File: src/rtl/snn_soc_pkg.sv
// rtl/snn_soc_pkg.sv - shared SoC constants and ADC scan FSM state type
// Purpose: SoC-level sizing constants and the ADC scan controller state
//          encoding, shared by the scan controller and its users.
// Ports:   none (package).
package snn_soc_pkg;

  localparam int NUM_OUTPUTS             = 10;
  localparam int ADC_MUX_SETTLE_CYCLES   = 2;
  localparam int ADC_DONE_TIMEOUT_CYCLES = 16;

  typedef enum logic [2:0] {
    IDLE  = 3'd0,
    SEL   = 3'd1,
    CONV  = 3'd2,
    STORE = 3'd3,
    DONE  = 3'd4
  } adc_scan_state_t;

endpackage

File: src/rtl/adc_ch_pick.sv
// rtl/adc_ch_pick.sv - lowest enabled channel at or above a start index
// Purpose: combinational priority pick used to find the first channel of a
//          scan and the next channel after the current one.
// Ports:   act_mask - channel enable mask
//          start    - first index to consider (one bit wider than idx so that
//                     "one past the last channel" is representable)
//          found    - a set bit exists at or above start
//          idx      - index of that lowest set bit (0 when not found)
module adc_ch_pick #(
  parameter int NUM_CH = 10,
  parameter int SEL_W  = $clog2(NUM_CH)
) (
  input  logic [NUM_CH-1:0] act_mask,
  input  logic [SEL_W:0]    start,
  output logic              found,
  output logic [SEL_W-1:0]  idx
);

  // Scan downward so the last hit written is the lowest qualifying index.
  always_comb begin
    found = 1'b0;
    idx   = '0;
    for (int i = NUM_CH - 1; i >= 0; i--) begin
      if (act_mask[i] && (32'(start) <= $unsigned(i))) begin
        found = 1'b1;
        idx   = SEL_W'(i);
      end
    end
  end

endmodule

File: src/rtl/adc_scan_ctrl.sv
// rtl/adc_scan_ctrl.sv - bitline MUX scan controller driving a shared ADC
// Purpose: walks the enabled channels of ch_mask, settles the MUX, requests a
//          conversion per channel, collects results (0 on timeout) and
//          publishes the whole set with a one-cycle out_valid strobe.
// Ports:   clk, rst_n            - clock, async active-low reset
//          kick, abort           - start scan / cancel scan (abort wins)
//          mode_cont             - 1: rescan continuously with the latched mask
//          ch_mask               - channel enables, sampled on accepted kick
//          err_clr               - clears sticky timeout_err
//          adc_start/adc_done/adc_data - ADC handshake
//          bl_sel                - MUX select (current channel)
//          busy                  - not IDLE
//          out_valid/out_data/out_mask - result strobe, results, source mask
//          timeout_err           - sticky adc_done timeout flag
module adc_scan_ctrl
  import snn_soc_pkg::*;
#(
  parameter int NUM_CH       = NUM_OUTPUTS,
  parameter int DATA_W       = 8,
  parameter int SETTLE_CYC   = ADC_MUX_SETTLE_CYCLES,
  parameter int DONE_TIMEOUT = ADC_DONE_TIMEOUT_CYCLES,
  localparam int SEL_W       = $clog2(NUM_CH)
) (
  input  logic                           clk,
  input  logic                           rst_n,
  input  logic                           kick,
  input  logic                           abort,
  input  logic                           mode_cont,
  input  logic [NUM_CH-1:0]              ch_mask,
  input  logic                           err_clr,
  output logic                           adc_start,
  input  logic                           adc_done,
  input  logic [DATA_W-1:0]              adc_data,
  output logic [SEL_W-1:0]               bl_sel,
  output logic                           busy,
  output logic                           out_valid,
  output logic [NUM_CH-1:0][DATA_W-1:0]  out_data,
  output logic [NUM_CH-1:0]              out_mask,
  output logic                           timeout_err
);

  localparam int SCNT_W = (SETTLE_CYC > 1) ? $clog2(SETTLE_CYC) : 1;
  localparam logic [SCNT_W-1:0] SETTLE_LAST = SCNT_W'((SETTLE_CYC > 0) ? SETTLE_CYC - 1 : 0);
  localparam logic [7:0] TIMEOUT_LAST = 8'(DONE_TIMEOUT);
  // With no settle time a channel goes straight to conversion.
  localparam adc_scan_state_t FIRST_ST = (SETTLE_CYC == 0) ? CONV : SEL;

  adc_scan_state_t                state_q, state_d;
  logic [SEL_W-1:0]               cur_q, cur_d;
  logic [NUM_CH-1:0]              act_mask_q, act_mask_d;
  logic [NUM_CH-1:0][DATA_W-1:0]  data_reg_q, data_reg_d;
  logic [SCNT_W-1:0]              scnt_q, scnt_d;
  logic [7:0]                     wcnt_q, wcnt_d;
  logic                           adc_start_q, adc_start_d;
  logic                           busy_q, busy_d;
  logic                           out_valid_q, out_valid_d;
  logic [NUM_CH-1:0][DATA_W-1:0]  out_data_q, out_data_d;
  logic [NUM_CH-1:0]              out_mask_q, out_mask_d;
  logic                           timeout_err_q, timeout_err_d;

  logic [NUM_CH-1:0] pick_mask;
  logic [SEL_W:0]    pick_start;
  logic              pick_found;
  logic [SEL_W-1:0]  pick_idx;

  // IDLE picks from the incoming mask; STORE looks above cur; DONE restarts at 0.
  assign pick_mask  = (state_q == IDLE) ? ch_mask : act_mask_q;
  assign pick_start = (state_q == STORE) ? ({1'b0, cur_q} + {{SEL_W{1'b0}}, 1'b1}) : '0;

  adc_ch_pick #(.NUM_CH(NUM_CH), .SEL_W(SEL_W)) u_pick (
    .act_mask (pick_mask),
    .start    (pick_start),
    .found    (pick_found),
    .idx      (pick_idx)
  );

  always_comb begin
    state_d       = state_q;
    cur_d         = cur_q;
    act_mask_d    = act_mask_q;
    data_reg_d    = data_reg_q;
    scnt_d        = scnt_q;
    wcnt_d        = wcnt_q;
    out_data_d    = out_data_q;
    out_mask_d    = out_mask_q;
    timeout_err_d = timeout_err_q & ~err_clr;

    if (abort) begin
      state_d = IDLE;
    end else begin
      case (state_q)
        IDLE: begin
          if (kick && pick_found) begin
            act_mask_d = ch_mask;
            data_reg_d = '0;
            cur_d      = pick_idx;
            scnt_d     = '0;
            wcnt_d     = '0;
            state_d    = FIRST_ST;
          end
        end
        SEL: begin
          if (scnt_q == SETTLE_LAST) begin
            wcnt_d  = '0;
            state_d = CONV;
          end else begin
            scnt_d = scnt_q + 1'b1;
          end
        end
        CONV: begin
          // wcnt_q == 0 is the adc_start cycle, where adc_done is not accepted.
          if ((wcnt_q != 8'd0) && adc_done) begin
            data_reg_d[cur_q] = adc_data;
            state_d           = STORE;
          end else if (wcnt_q == TIMEOUT_LAST) begin
            data_reg_d[cur_q] = '0;
            timeout_err_d     = 1'b1;
            state_d           = STORE;
          end else begin
            wcnt_d = wcnt_q + 8'd1;
          end
        end
        STORE: begin
          if (pick_found) begin
            cur_d   = pick_idx;
            scnt_d  = '0;
            wcnt_d  = '0;
            state_d = FIRST_ST;
          end else begin
            out_data_d = data_reg_q;
            out_mask_d = act_mask_q;
            state_d    = DONE;
          end
        end
        DONE: begin
          if (mode_cont) begin
            data_reg_d = '0;
            cur_d      = pick_idx;
            scnt_d     = '0;
            wcnt_d     = '0;
            state_d    = FIRST_ST;
          end else begin
            state_d = IDLE;
          end
        end
        default: state_d = IDLE;
      endcase
    end

    // Registered strobes follow the state being entered.
    adc_start_d = (state_d == CONV) && (state_q != CONV);
    busy_d      = (state_d != IDLE);
    out_valid_d = (state_d == DONE);
  end

  always_ff @(posedge clk or negedge rst_n) begin
    if (!rst_n) begin
      state_q       <= IDLE;
      cur_q         <= '0;
      act_mask_q    <= '0;
      data_reg_q    <= '0;
      scnt_q        <= '0;
      wcnt_q        <= '0;
      adc_start_q   <= 1'b0;
      busy_q        <= 1'b0;
      out_valid_q   <= 1'b0;
      out_data_q    <= '0;
      out_mask_q    <= '0;
      timeout_err_q <= 1'b0;
    end else begin
      state_q       <= state_d;
      cur_q         <= cur_d;
      act_mask_q    <= act_mask_d;
      data_reg_q    <= data_reg_d;
      scnt_q        <= scnt_d;
      wcnt_q        <= wcnt_d;
      adc_start_q   <= adc_start_d;
      busy_q        <= busy_d;
      out_valid_q   <= out_valid_d;
      out_data_q    <= out_data_d;
      out_mask_q    <= out_mask_d;
      timeout_err_q <= timeout_err_d;
    end
  end

  assign adc_start   = adc_start_q;
  assign bl_sel      = cur_q;
  assign busy        = busy_q;
  assign out_valid   = out_valid_q;
  assign out_data    = out_data_q;
  assign out_mask    = out_mask_q;
  assign timeout_err = timeout_err_q;

`ifndef SYNTHESIS
  always @(posedge clk) begin
    if (rst_n) begin
      assert (!(adc_start_q && adc_start_d));
      assert (int'(cur_q) < NUM_CH);
      assert (!out_valid_q || (state_q == DONE));
    end
  end
`endif

endmodule

File: config.mk
export PLATFORM = sky130hd
export DESIGN_NAME = adc_scan_ctrl
export DESIGN_NICKNAME = d
export VERILOG_FILES = /design/src/rtl/snn_soc_pkg.sv /design/src/rtl/adc_ch_pick.sv /design/src/rtl/adc_scan_ctrl.sv
export SDC_FILE = /design/constraint.sdc
export NUM_CORES = 1
export LEC_CHECK = 0
export ABC_CLOCK_PERIOD_IN_PS = 3700
export CELL_PAD_IN_SITES_DETAIL_PLACEMENT = 1
export CELL_PAD_IN_SITES_GLOBAL_PLACEMENT = 2
export CORE_MARGIN = 4
export CORE_UTILIZATION = 38
export DETAILED_ROUTE_END_ITERATION = 10
export PLACE_DENSITY_LB_ADDON = 0.15
export SYNTH_ARGS = -nofsm -noshare
export SYNTH_HDL_FRONTEND = slang
export SYNTH_SLANG_ARGS = --single-unit
File: constraint.sdc
create_clock -name clk -period 3.7 [get_ports clk]
set_clock_uncertainty 0.1 [all_clocks]
set_input_delay 0.74 -clock clk [delete_from_list [all_inputs] [get_ports clk]]
set_output_delay 0.74 -clock clk [all_outputs]
set_load 0.02 [all_outputs]
==> results of run 1 <==
[state kept, by name, indices dropped and copies added, names as in the netlist]
signal and count:
state_q 3, act_mask_q 10, bl_sel 4, out_valid 1, timeout_err 1, scnt_q 1
adc_start 1, out_data 80, out_mask 10, busy 1, wcnt_q 8, data_reg_q 80
[worst max-delay path: stages (launching register included)]
cell and delay (ns):
dfrtp_2 0.46, ha_1 0.34, and4b_1 0.29, a211oi_2 0.43
a31oi_1 0.16, nor2_2 0.27, nand3_2 0.17, or3_4 0.37
buf_4 0.34, mux2_4 0.37
[layout make-up]
type | count | area [um2] | share of cell area
Clock inverter | 15 | 174 | 0.0160
Inverter | 13 | 48.8 | 0.00450
Sequential cell | 200 | 5010 | 0.462
Clock buffer | 17 | 425 | 0.0392
Tap cell | 285 | 357 | 0.0329
Timing Repair Buffer | 138 | 1380 | 0.128
Multi-Input combinational cell | 387 | 3450 | 0.318
[power by group]
| part | total, mW | switching (mW) | internal, mW | leakage (nW) |
|---|---|---|---|---|
| clock network | 1.87 | 0.951 | 0.918 | 0.290 |
| logic | 0.740 | 0.484 | 0.256 | 1.97 |
| registers | 2.30 | 0.0651 | 2.24 | 2.76 |
[placed cells by master (no fill, tap or decap), types with 10 or more instances in the layout]
cell type | synthesis | final
inv_1 | 13 | 13
nand2_1 | 49 | 49
o21ai_0 | 12 | 12
dfrtp_1 | 200 | 199
buf_4 | 2 | 13
nor2_1 | 17 | 17
mux2_4 | 67 | 67
o211ai_1 | 13 | 13
clkbuf_16 | 0 | 17
clkdlybuf4s50_1 | 0 | 121
a21oi_1 | 10 | 10
o2bb2ai_1 | 80 | 80
mux2_2 | 36 | 36
[worst max path at each step]
stage	from	cells after the start	slack (ns)	endpoint
3_3_place_gp	ch_mask[5]	8	-0.08	data_reg_q[56]$_DFFE_PN0P_
3_5_place_dp	ch_mask[5]	8	-0.14	data_reg_q[57]$_DFFE_PN0P_
5_1_grt	bl_sel[1]$_DFFE_PN0P_	8	0.04	data_reg_q[62]$_DFFE_PN0P_
4_1_cts	bl_sel[1]$_DFFE_PN0P_	9	0.14	out_data[68]$_DFFE_PN0P_
6_report	bl_sel[1]$_DFFE_PN0P_	9	0.26	out_data[67]$_DFFE_PN0P_
2_1_floorplan	bl_sel[0]$_DFFE_PN0P_	12	0.59	out_data[10]$_DFFE_PN0P_
[per-layer routing]
metal | GRT usage | wire length (um)
met3 | 0.0313 | 648
met4 | 0.0533 | 381
met5 | 0 | 0
met1 | 0.230 | 10000
met2 | 0.304 | 11200
[logic make-up (layout without fill, tap and decap cells)]
family / after synthesis / count (layout) / synth area share
mux: 112 / 112 / 0.174
flops: 200 / 200 / 0.576
fa+ha+maj: 6 / 6 / 0.00864
simple gates: 116 / 116 / 0.0702
compound gates: 151 / 151 / 0.140
xor+xnor: 2 / 2 / 0.00202
buf+inv: 42 / 183 / 0.0289
[timing repair]
item / 4_1_cts / 5_1_grt
hold buffers: 0 / 0
endpoints found under the setup margin: 65 / 45
resized for setup: 1 / 1
==> results by group, run 1 <==
Timing
  • Hold_ws: 0.221 ns
  • Final hold violations: 0
  • Post-route setup slack: 0.257 ns
  • Fin crit share: 0.931
  • Setup Total Neg Slack: 0 ns
  • Slew HR: 0.485
  • Fmax: 290 MHz
  • RSZ-0062 raised after global routing: no
  • Final setup vio count: 0
  • Fin. max-slew vios: 0
  • Least-Margin Pin Slew: 0.769 ns
  • Final min period: 3.44 ns

Logic synthesis
  • Async SR Flop Fraction: 1.00
  • Post-synth design cell area: 8690 um2
  • Post-synth EDFFs: 0
  • Main synth FF type: dfrtp_1
  • Post-Syn Area per Cell: 13.8 um2
  • Syn Nets: 660
  • Top post-synthesis cells by area: dfrtp_1 (58%), mux2_4 (12%), o2bb2ai_1 (8.1%)
  • Yosys top cell by area: dfrtp_1
  • Synth warn: 0
  • Synth unique cells: 62
  • Share of the synthesized area in the top cell type: 0.576
  • Most frequent cell after synthesis: dfrtp_1
  • Synth cell count leaders: dfrtp_1 (200), o2bb2ai_1 (80), mux2_4 (67), nand2_1 (49), mux2_2 (36)
  • #FFs+latches synth: 200
  • Mapped Cells: 629
  • Sequential area share after synthesis: 0.576

Job
  • Max-cap violation count: 0

Finish
  • FILL cells: 2,261
  • Final std cells w/o fill: 1,055
  • Share of layout cells above drive strength 1: 0.226
  • Nets: 788
  • Area grow syn2layout: 24.7%
  • N_diodes: 0
  • Final design utilization: 0.480
  • Fin area: 10,800 um2

Global routing
  • Total Routing Usage GR: 0.177
  • Initial antenna violation count: 0
  • Number of global-route vias before repair: 6,212
  • Congestion Overflow GR: 0
  • First-pass GRT wire length: 35.9 mm
  • Largest net degree at the start of global routing: 79

Route
  • Vias/cell: 5.43
  • Starting DRT DRC Count: 265
  • Routed Antenna Nets: 0
  • Drt pass-1 iters: 4
  • Drc violations: 0
  • WL per Instance: 21.1 um
  • Vias after detailed routing: 5,730
  • Drt total wl: 22.3 mm

Floorplan
  • Die H: 159 um
  • Die ar.: 25,400 um2
  • Initial Util: 0.385
  • Die W: 159 um
  • IO Count: 123
  • Site Rows: 55
  • Core area: 22,600 um2

Place
  • DP Area: 10,200 um2
  • I/O Buffers: 122
  • Placer congestion estimate: 0.824
  • Post-DP HPWL: 15.4 mm
  • Post-Place Worst Slack: -0.142 ns
  • Placed cell count: 1,023

CTS
  • Post-CTS Setup Inserts: 0
  • CTS clock-pin slew for the worst setup and hold paths: 0.08 ns
  • H-tree levels: 4
  • Clock tree buffer depth: 2
  • CTS tree: done
  • Num CTS Buffers: 17
  • Num Clock Sinks: 200
  • Clk_lat worst skew: 0.43 ns
  • Root Buffer Master: clkbuf_16

Power
  • Total power: 4.91 mW
  • Lkg Pwr: 5.03 nW
  • Max VDD drop: 0.275 mV
  • Pwr per Cell Area: 453 nW/um2

Worst setup path
  • CP max FO: 37
  • Critical Path AT: 3.66 ns
  • CP startpoint kind: flop
  • R2R Path End: out_data[67]$_DFFE_PN0P_
  • CP required: 3.92 ns
  • Worst setup EP type: flop
  • Worst r2r path cells: 9
  • Setup CP Type: flop to flop
  • Worst reg2reg setup slack: 0.26 ns
  • Reg-to-Reg Start: bl_sel[1]$_DFFE_PN0P_

Hold path
  • Worst hold path class: primary input to async pin

Status
  • Result of the run: finished clean
Note: power is estimated with default switching activity, not from simulation.
==> run 2: changes to the inputs <==
--- a/config.mk
+++ b/config.mk
@@ -11,6 +11,7 @@
 export CORE_MARGIN = 4
 export CORE_UTILIZATION = 38
 export DETAILED_ROUTE_END_ITERATION = 10
+export GPL_ROUTABILITY_DRIVEN = 0
 export PLACE_DENSITY_LB_ADDON = 0.15
 export SYNTH_ARGS = -nofsm -noshare
 export SYNTH_HDL_FRONTEND = slang
==> results of run 2 <==
Final layout, timing and power as in run 1 (identical DEF).
